`src/rtl/req_encoder_queue.sv`:
```
// req_encoder_queue
// -----------------------------------------------------------------------------
// Captures single-cycle request pulses on N lines into a pending register and
// hands one binary index at a time to a downstream consumer over valid/ready.
// Arbitration among eligible (pending & mask) bits is either fixed priority
// (lowest index wins, RR=0) or round-robin starting from a rotating pointer
// (RR=1).
//
// Ports:
//   clk      in   rising-edge clock
//   rst_n    in   asynchronous active-low reset
//   req      in   [N-1:0] request pulses, bit k raises event k
//   mask     in   [N-1:0] 1 = bit eligible for selection (masked bits stay pending)
//   clr      in   synchronous flush of pending bits and output stage
//   idx      out  [W-1:0] encoded index being presented
//   valid    out  idx is valid
//   ready    in   consumer accepts idx when valid && ready
//   pending  out  [N-1:0] current pending register
//   drop     out  one-cycle pulse: a request hit an already-pending bit
// -----------------------------------------------------------------------------
module req_encoder_queue #(
    parameter int  N  = 8,
    parameter int  RR = 0,
    localparam int W  = $clog2(N)
) (
    input  logic         clk,
    input  logic         rst_n,
    input  logic [N-1:0] req,
    input  logic [N-1:0] mask,
    input  logic         clr,
    output logic [W-1:0] idx,
    output logic         valid,
    input  logic         ready,
    output logic [N-1:0] pending,
    output logic         drop
);

    logic [N-1:0] r_pending;
    logic         r_valid;
    logic [W-1:0] r_idx;
    logic [W-1:0] r_ptr;
    logic         r_drop;

    logic         w_load;
    logic         w_take;
    logic [N-1:0] w_elig;
    logic [N-1:0] w_hi_mask;
    logic [N-1:0] w_elig_hi;
    logic [N-1:0] w_clear;
    logic [W-1:0] w_sel;
    logic [W-1:0] w_ptr_next;

    // Index of the lowest set bit; 0 when nothing is set (caller gates on |v).
    function automatic logic [W-1:0] f_lowest(input logic [N-1:0] v);
        logic [W-1:0] r;
        r = '0;
        for (int k = N - 1; k >= 0; k--) begin
            if (v[k]) begin
                r = W'(k);
            end
        end
        return r;
    endfunction

    // The output stage can take a new index when empty or being drained.
    assign w_load = !r_valid || ready;
    assign w_elig = r_pending & mask;
    assign w_take = w_load && (|w_elig);

    generate
        for (genvar gi = 0; gi < N; gi++) begin : g_bit
            localparam logic [W-1:0] BIT_IDX = W'(gi);
            // Bits at or above the round-robin pointer get first pick.
            assign w_hi_mask[gi] = (BIT_IDX >= r_ptr);
            // One-hot of the bit handed to the output stage this edge.
            assign w_clear[gi]   = w_take && (w_sel == BIT_IDX);
        end
    endgenerate

    assign w_elig_hi = w_elig & w_hi_mask;

    // Round-robin: search upward from ptr; if nothing lies at or above ptr,
    // the wrapped search is just the lowest eligible bit overall.
    assign w_sel = ((RR != 0) && (|w_elig_hi)) ? f_lowest(w_elig_hi)
                                               : f_lowest(w_elig);

    assign w_ptr_next = (w_sel == W'(N - 1)) ? '0 : w_sel + 1'b1;

    always_ff @(posedge clk or negedge rst_n) begin
        if (!rst_n) begin
            r_pending <= '0;
            r_valid   <= 1'b0;
            r_idx     <= '0;
            r_ptr     <= '0;
            r_drop    <= 1'b0;
        end else if (clr) begin
            // Flush wins over any request in the same cycle; idx simply holds.
            r_pending <= '0;
            r_valid   <= 1'b0;
            r_ptr     <= '0;
            r_drop    <= 1'b0;
        end else begin
            // A request on the bit being handed out re-pends it.
            r_pending <= (r_pending & ~w_clear) | req;
            r_drop    <= |(req & r_pending & ~w_clear);
            if (w_load) begin
                r_valid <= w_take;
                if (w_take) begin
                    r_idx <= w_sel;
                end
            end
            if (w_take && (RR != 0)) begin
                r_ptr <= w_ptr_next;
            end
        end
    end

    assign idx     = r_idx;
    assign valid   = r_valid;
    assign pending = r_pending;
    assign drop    = r_drop;

endmodule

```
`config.mk`:
```
export PLATFORM = sky130hd
export DESIGN_NAME = req_encoder_queue
export DESIGN_NICKNAME = d
export VERILOG_FILES = /design/src/rtl/req_encoder_queue.sv
export SDC_FILE = /design/constraint.sdc
export NUM_CORES = 1
export LEC_CHECK = 0
export CAP_MARGIN = 10
export CELL_PAD_IN_SITES_DETAIL_PLACEMENT = 2
export CELL_PAD_IN_SITES_GLOBAL_PLACEMENT = 2
export CORE_MARGIN = 2
export CORE_UTILIZATION = 23
export CTS_CLUSTER_DIAMETER = 120
export DETAILED_ROUTE_END_ITERATION = 12
export HOLD_SLACK_MARGIN = 0.08
export PLACE_DENSITY = 0.88
export SYNTH_ARGS = -nofsm -noshare
export SYNTH_HDL_FRONTEND = slang
export SYNTH_SLANG_ARGS = --single-unit
```
`constraint.sdc`:
```
create_clock -name clk -period 1.76 [get_ports clk]
set_input_delay 0.264 -clock clk [delete_from_list [all_inputs] [get_ports clk]]
set_output_delay 0.264 -clock clk [all_outputs]
set_load 0.01 [all_outputs]
```
==> flow_summary.ini, run 1 <==
[placement]
port_buffers = 32
dp.cells = 181
gp_congestion = 0.758
preCtsSetupSlack_ns = -0.432
dp_hpwl_um = 2510

[power]
leakagePower_uw = 0.000588
p_per_area_nw_per_um2 = 703
totalPowerFinal_uw = 947
worst_ir_drop_vdd_v = 0.000177

[route]
dr.pass1.iters = 4
wl_per_cell_um = 17.7
drtIter0Drc = 34
ant_nets = 0
routed_wl_um = 3310
vias = 928
via_per_inst = 4.96
drc = 0

[setup_path]
path_cells = clkdlybuf4s50_1 -> and2_4 -> o211ai_1 -> a32oi_2 -> nand2_1 -> a32oi_2 -> o221ai_2
crit_slowest_cell = clkdlybuf4s50_1
startpoint_type = input port
cp_max_fo = 6
crit_top_cell = a32oi_2
worst-path-buf-inv = 1
cp.required_ns = 1.93
cp-end-kind = flip-flop
cpPeakStageDelay_ns = 0.46
critical-path-top-delay-family = compound AO/OA/AOI/OAI gates
arrival_ns = 1.87
worstSetupPathType = in -> reg

[layout]
layout-drive-gt1-share_pct = 27.0
antenna_cells = 0
mostFrequentLayoutCells = clkdlybuf4s50_1 (29), nand2_1 (18), buf_4 (18), a21oi_1 (12), dfrtp_1 (10)
fin_cells = 187
area_delta_synth_final_pct = 75.1
final_util_pct = 41.0
final_common_cell = clkdlybuf4s50_1
num-nets-final = 162

[global_routing]
grtUsageTotal_pct = 17.2
grt_max_degree = 14
first_global_vias = 1005
antenna_found_initial = 0
grt-ovfl-total = 0
grt_pass1_wl_um = 4690

[timing]
slew_viol_final = 0
setup_viol_count_final = 0
clock_skew_ns = 0.00863
period_share_pct = 96.1
timing.fmax_mhz = 591
slew_headroom_pct = 55.7
min_period_ns = 1.69
rsz0062_at_grt = yes
final_hold_viol_count = 0
setup_ws_ns = 0.0686
worst_slew_pin_slew_ns = 0.663

[clock_network]
clock-root-buffer = clkbuf_4
clk_pin_slew_ns = 0.10
htree_num_levels = 1
clk_path_buf_depth = 2
cts_tree = done
clkLatencyLatePin_ns = 0.29
cts_made_buffers = 3
clock_sinks = 13

[die]
die_w_um = 61.8
core.rowCount = 21
io_pins = 33
dieArea_um2 = 3820
die_h_um = 61.8
initial_utilization_pct = 23.4
coreArea_um2 = 3280

[synthesis]
mappedNetlistArea_um2 = 769
ys_warn_count = 0
ys_ff_latch = 13
synth_seq_area_share_pct = 42.3
synth.distinct_cells = 30
postSynthAreaPerCell_um2 = 8.74
syn_nets = 108
syn_inst = 88

[flow_run]
max_cap_violations = 0

[status]
outcome = completed

[hold_path]
holdCritPathClass = in -> async
## area by class of cell
class | count | area [um^2]
Clock buffer | 4 | 26.3
Fill cell | 365 | 1940
Inverter | 2 | 7.51
Multi-Input combinational cell | 72 | 464
Sequential cell | 13 | 329
Tap cell | 46 | 57.6
Timing Repair Buffer | 50 | 463
## metal layers
metal,vias to the layer above,GRT usage [%],share of wire (%)
met4,0,8.21,2.9
met1,461,19.2,40
li1,428,-,-
met2,31,31.4,53
met5,-,0,0
met3,8,2.90,3.8
## cells by family after synthesis
kind of cell	Yosys count	share of synthesized area [%]
compound gates	34	33.3
buf+inv	3	1.46
simple gates	38	22.9
flops	13	42.3
## flip-flops by register name, summed over array words and instances (netlist names)
name     flops
drop         1
idx          3
pending      8
valid        1
## through the flow
stage / area [um^2] / TNS (ns) / hold slack, ns
global route: 1350 / -0.0387 / 0.405
floorplan: 769 / 0 / -0.0316
finish: 1350 / 0 / 0.369
CTS: 1310 / 0 / 0.386
detailed placement: 1260 / -1.19 / 0.508
global placement: 1260 / -0.675 / 0.466
## what timing repair did
| action | in CTS | in global routing |
|---|---|---|
| buffers inserted | 1 | 1 |
| hold buffers | 0 | 0 |
| pin swaps | 2 | 8 |
| setup endpoints to repair | 1 | 2 |
| gates cloned | 0 | 0 |
| resized for setup | 3 | 10 |
## final timing paths
check / start / to / slack [ns] / cells past startpoint
max in group asynchronous: rst_n / pending[7] / 0.92 / 1
worst max-delay path: mask[6] / drop / 0.07 / 7
worst min-delay path: rst_n / pending[0] / 0.37 / 1
min in group clk: idx[0] / idx[0] / 0.53 / 2
worst min register to register: idx[0] / idx[0] / 0.53 / 2
worst max register to register: pending[0] / drop / 0.08 / 6
## power by group
group / switching (uW) / internal (uW)
clock: 117 / 88.0
combinational: 172 / 203
sequential: 33.2 / 335
total: 321 / 625
## synth_stat cells
cell type,count,area share [%]
a32oi_2,1,2.1
clkbuf_1,1,0.49
a22oi_2,1,1.6
and2_2,1,0.98
a31oi_1,1,0.81
a32o_2,1,1.5
nor3b_2,1,1.6
o211ai_1,2,2.0
a211o_1,1,1.1
a32oi_1,1,1.1
a32o_1,1,1.3
a31oi_2,1,1.6
nand3_2,1,1.3
o221ai_1,1,1.1
a21boi_0,1,0.98
a22oi_1,1,0.98
or2b_2,1,1.1
a31o_2,1,1.1
o21ai_0,5,3.3
a21oi_1,12,7.8
inv_1,2,0.98
nand2_2,1,0.81
dfrtp_1,13,42
a22oi_4,1,2.8
nor2b_1,1,0.81
nand2_1,18,8.8
a211oi_1,1,0.98
a22o_1,1,1.1
nor2_1,10,4.9
nand3_1,4,2.6
No activity file was read; power rests on OpenSTA's default activity.
==> run 2: changes to the inputs <==
--- a/config.mk
+++ b/config.mk
@@ -5,7 +5,7 @@
 export SDC_FILE = /design/constraint.sdc
 export NUM_CORES = 1
 export LEC_CHECK = 0
-export CAP_MARGIN = 10
+export CAP_MARGIN = 20
 export CELL_PAD_IN_SITES_DETAIL_PLACEMENT = 2
 export CELL_PAD_IN_SITES_GLOBAL_PLACEMENT = 2
 export CORE_MARGIN = 2
==> results of run 2 <==
The final DEF is identical to that of run 1; final timing and power are the same.
==> run 3: changes to the inputs <==
--- a/config.mk
+++ b/config.mk
@@ -8,7 +8,7 @@
 export CAP_MARGIN = 20
 export CELL_PAD_IN_SITES_DETAIL_PLACEMENT = 2
 export CELL_PAD_IN_SITES_GLOBAL_PLACEMENT = 2
-export CORE_MARGIN = 2
+export CORE_ASPECT_RATIO = 1.1
 export CORE_UTILIZATION = 23
 export CTS_CLUSTER_DIAMETER = 120
 export DETAILED_ROUTE_END_ITERATION = 12
==> run 3 against run 2 <==
Via count grew 1.8%; global-route usage grew 2.2 points; register-to-register slack lost 0.09 ns; critical endpoint unchanged; critical path depth is the same; largest cell class unchanged; sequential share of layout area is essentially flat; sequential power is essentially flat; clock power shrank 3%; non-clock buffer count grew 1; the flow now finishes with violations (design-rule violations, negative setup slack); hold slack lost 0.081 ns; cell count shrank 5.9%; routed wire length shrank 1.2%.
==> flow_summary.ini, run 3 (synthesized netlist as in run 1, its figures left out) <==
[status]
outcome = finished, violations left
violations = design-rule violations, negative setup slack

[setup_path]
r2r_cells = 6
startpoint_type = input port
crit_slowest_cell = clkdlybuf4s50_1
worst-path-buf-inv = 1
cp.required_ns = 1.91
cpPeakStageDelay_ns = 0.46
r2r-start = pending[3]
critical-path-top-delay-family = compound AO/OA/AOI/OAI gates
cp-end-kind = flip-flop
timing.rr.end = drop
worstSetupPathType = in -> reg
path_cells = clkdlybuf4s50_1 -> and2_2 -> o211ai_1 -> a32oi_2 -> nand3_1 -> a31oi_2 -> o221ai_1
arrival_ns = 1.92
cp_max_fo = 5
ff2ff_setup_slack_ns = -0.01

[layout]
final_common_cell = clkdlybuf4s50_1
fin_cells = 176
num-nets-final = 163
layout-drive-gt1-share_pct = 27.5
antenna_cells = 0
largest_reg_flops = 8
area_delta_synth_final_pct = 74.3
mostFrequentLayoutCells = clkdlybuf4s50_1 (29), buf_4 (19), nand2_1 (17), a21oi_1 (12), dfrtp_1 (11)

[timing]
min_period_ns = 1.77
setup_viol_count_final = 1
setup_ws_ns = -0.0135
rsz0062_at_grt = yes
period_share_pct = 101
worst_slew_pin_slew_ns = 0.380
whs_ns = 0.288
slew_viol_final = 0
slew_headroom_pct = 74.6
final_hold_viol_count = 0
timing.fmax_mhz = 564
clock_skew_ns = 0.00100

[die]
initial_utilization_pct = 24.6
die_w_um = 57.2
die_h_um = 62.7
io_pins = 33
core.rowCount = 21
coreArea_um2 = 3130
dieArea_um2 = 3580

[route]
routed_wl_um = 3270
ant_nets = 0
drtIter0Drc = 25
wl_per_cell_um = 18.6
via_per_inst = 5.37
wl_met2_um = 1730
drc = 4
m1WireLength_um = 1270
highest_layer = met4
dr.pass1.iters = 8
wl_met3_um = 147
vias = 945

[global_routing]
grt-ovfl-total = 0
grt_pass1_wl_um = 5190
antenna_found_initial = 0
grt_max_degree = 14
grtUsageTotal_pct = 19.4
first_global_vias = 1084

[power]
p_per_area_nw_per_um2 = 704
worst_ir_drop_vdd_v = 0.000265
leakagePower_uw = 0.000579

[clock_network]
clk_pin_slew_ns = 0.09
cts_made_buffers = 3
ctsHoldBuffers = 0
htree_num_levels = 1
clk_path_buf_depth = 2
clock_sinks = 13
cts_tree = done
clock-root-buffer = clkbuf_4
clkLatencyLatePin_ns = 0.28

[placement]
port_buffers = 32
dp_hpwl_um = 2430
preCtsSetupSlack_ns = -0.300
gp_congestion = 0.783
dp.cells = 170

[flow_run]
max_cap_violations = 0

[hold_path]
holdCritPathClass = in -> async
[run 3: power breakdown]
part	total, uW	switching (uW)	internal [uW]
clock	198	110	88.0
combinational	379	174	204
sequential	367	32.7	334
[run 3: routing by layer]
metal / vias up / global-route usage (%)
met5: - / 0
met4: 0 / 13.7
met3: 10 / 3.93
met2: 26 / 33.7
met1: 473 / 20.5
li1: 436 / -
[run 3: what timing repair did]
action / 4_1_cts / 5_1_grt
setup endpoints to repair: 1 / 2
setup buffers: 1 / 1
resized for setup: 3 / 9
endpoints found under the hold margin: 0 / 0
pin swaps: 3 / 3
gates cloned: 0 / 0
[run 3: worst register-to-register path, stage by stage, from the launching register on]
cell      delay (ns)
dfrtp_1         0.43
nand2_2         0.13
o211ai_1        0.14
a32oi_2         0.37
nand3_1         0.19
a31oi_2         0.22
o221ai_1        0.15
[run 3: final cells by class]
cell class | instances | area (um^2)
Multi-Input combinational cell | 72 | 474
Fill cell | 354 | 1790
Inverter | 2 | 7.51
Clock buffer | 4 | 26.3
Sequential cell | 13 | 328
Timing Repair Buffer | 51 | 463
Tap cell | 34 | 42.5
[run 3: how the worst max path moves through the flow]
stage,start,endpoint,slack (ns),cells past startpoint
floorplan,pending[1],drop,0.16,6
global placement,mask[2],drop,-0.15,7
detailed placement,mask[0],drop,-0.30,7
CTS,mask[6],drop,0.006,7
global route,pending[3],drop,-0.08,6
finish,mask[6],drop,-0.01,7
[run 3: metrics by stage]
stage                     TNS, ns  util (%)  power (uW)  cell area [um^2]
final                     -0.0135      42.9         944              1340
after global routing      -0.0987      42.9         992              1340
after CTS                       0      41.2         926              1290
after detailed placement    -1.11      40.2         723              1260
after global placement     -0.555      40.2         702              1260
after floorplan                 0         -         498               769
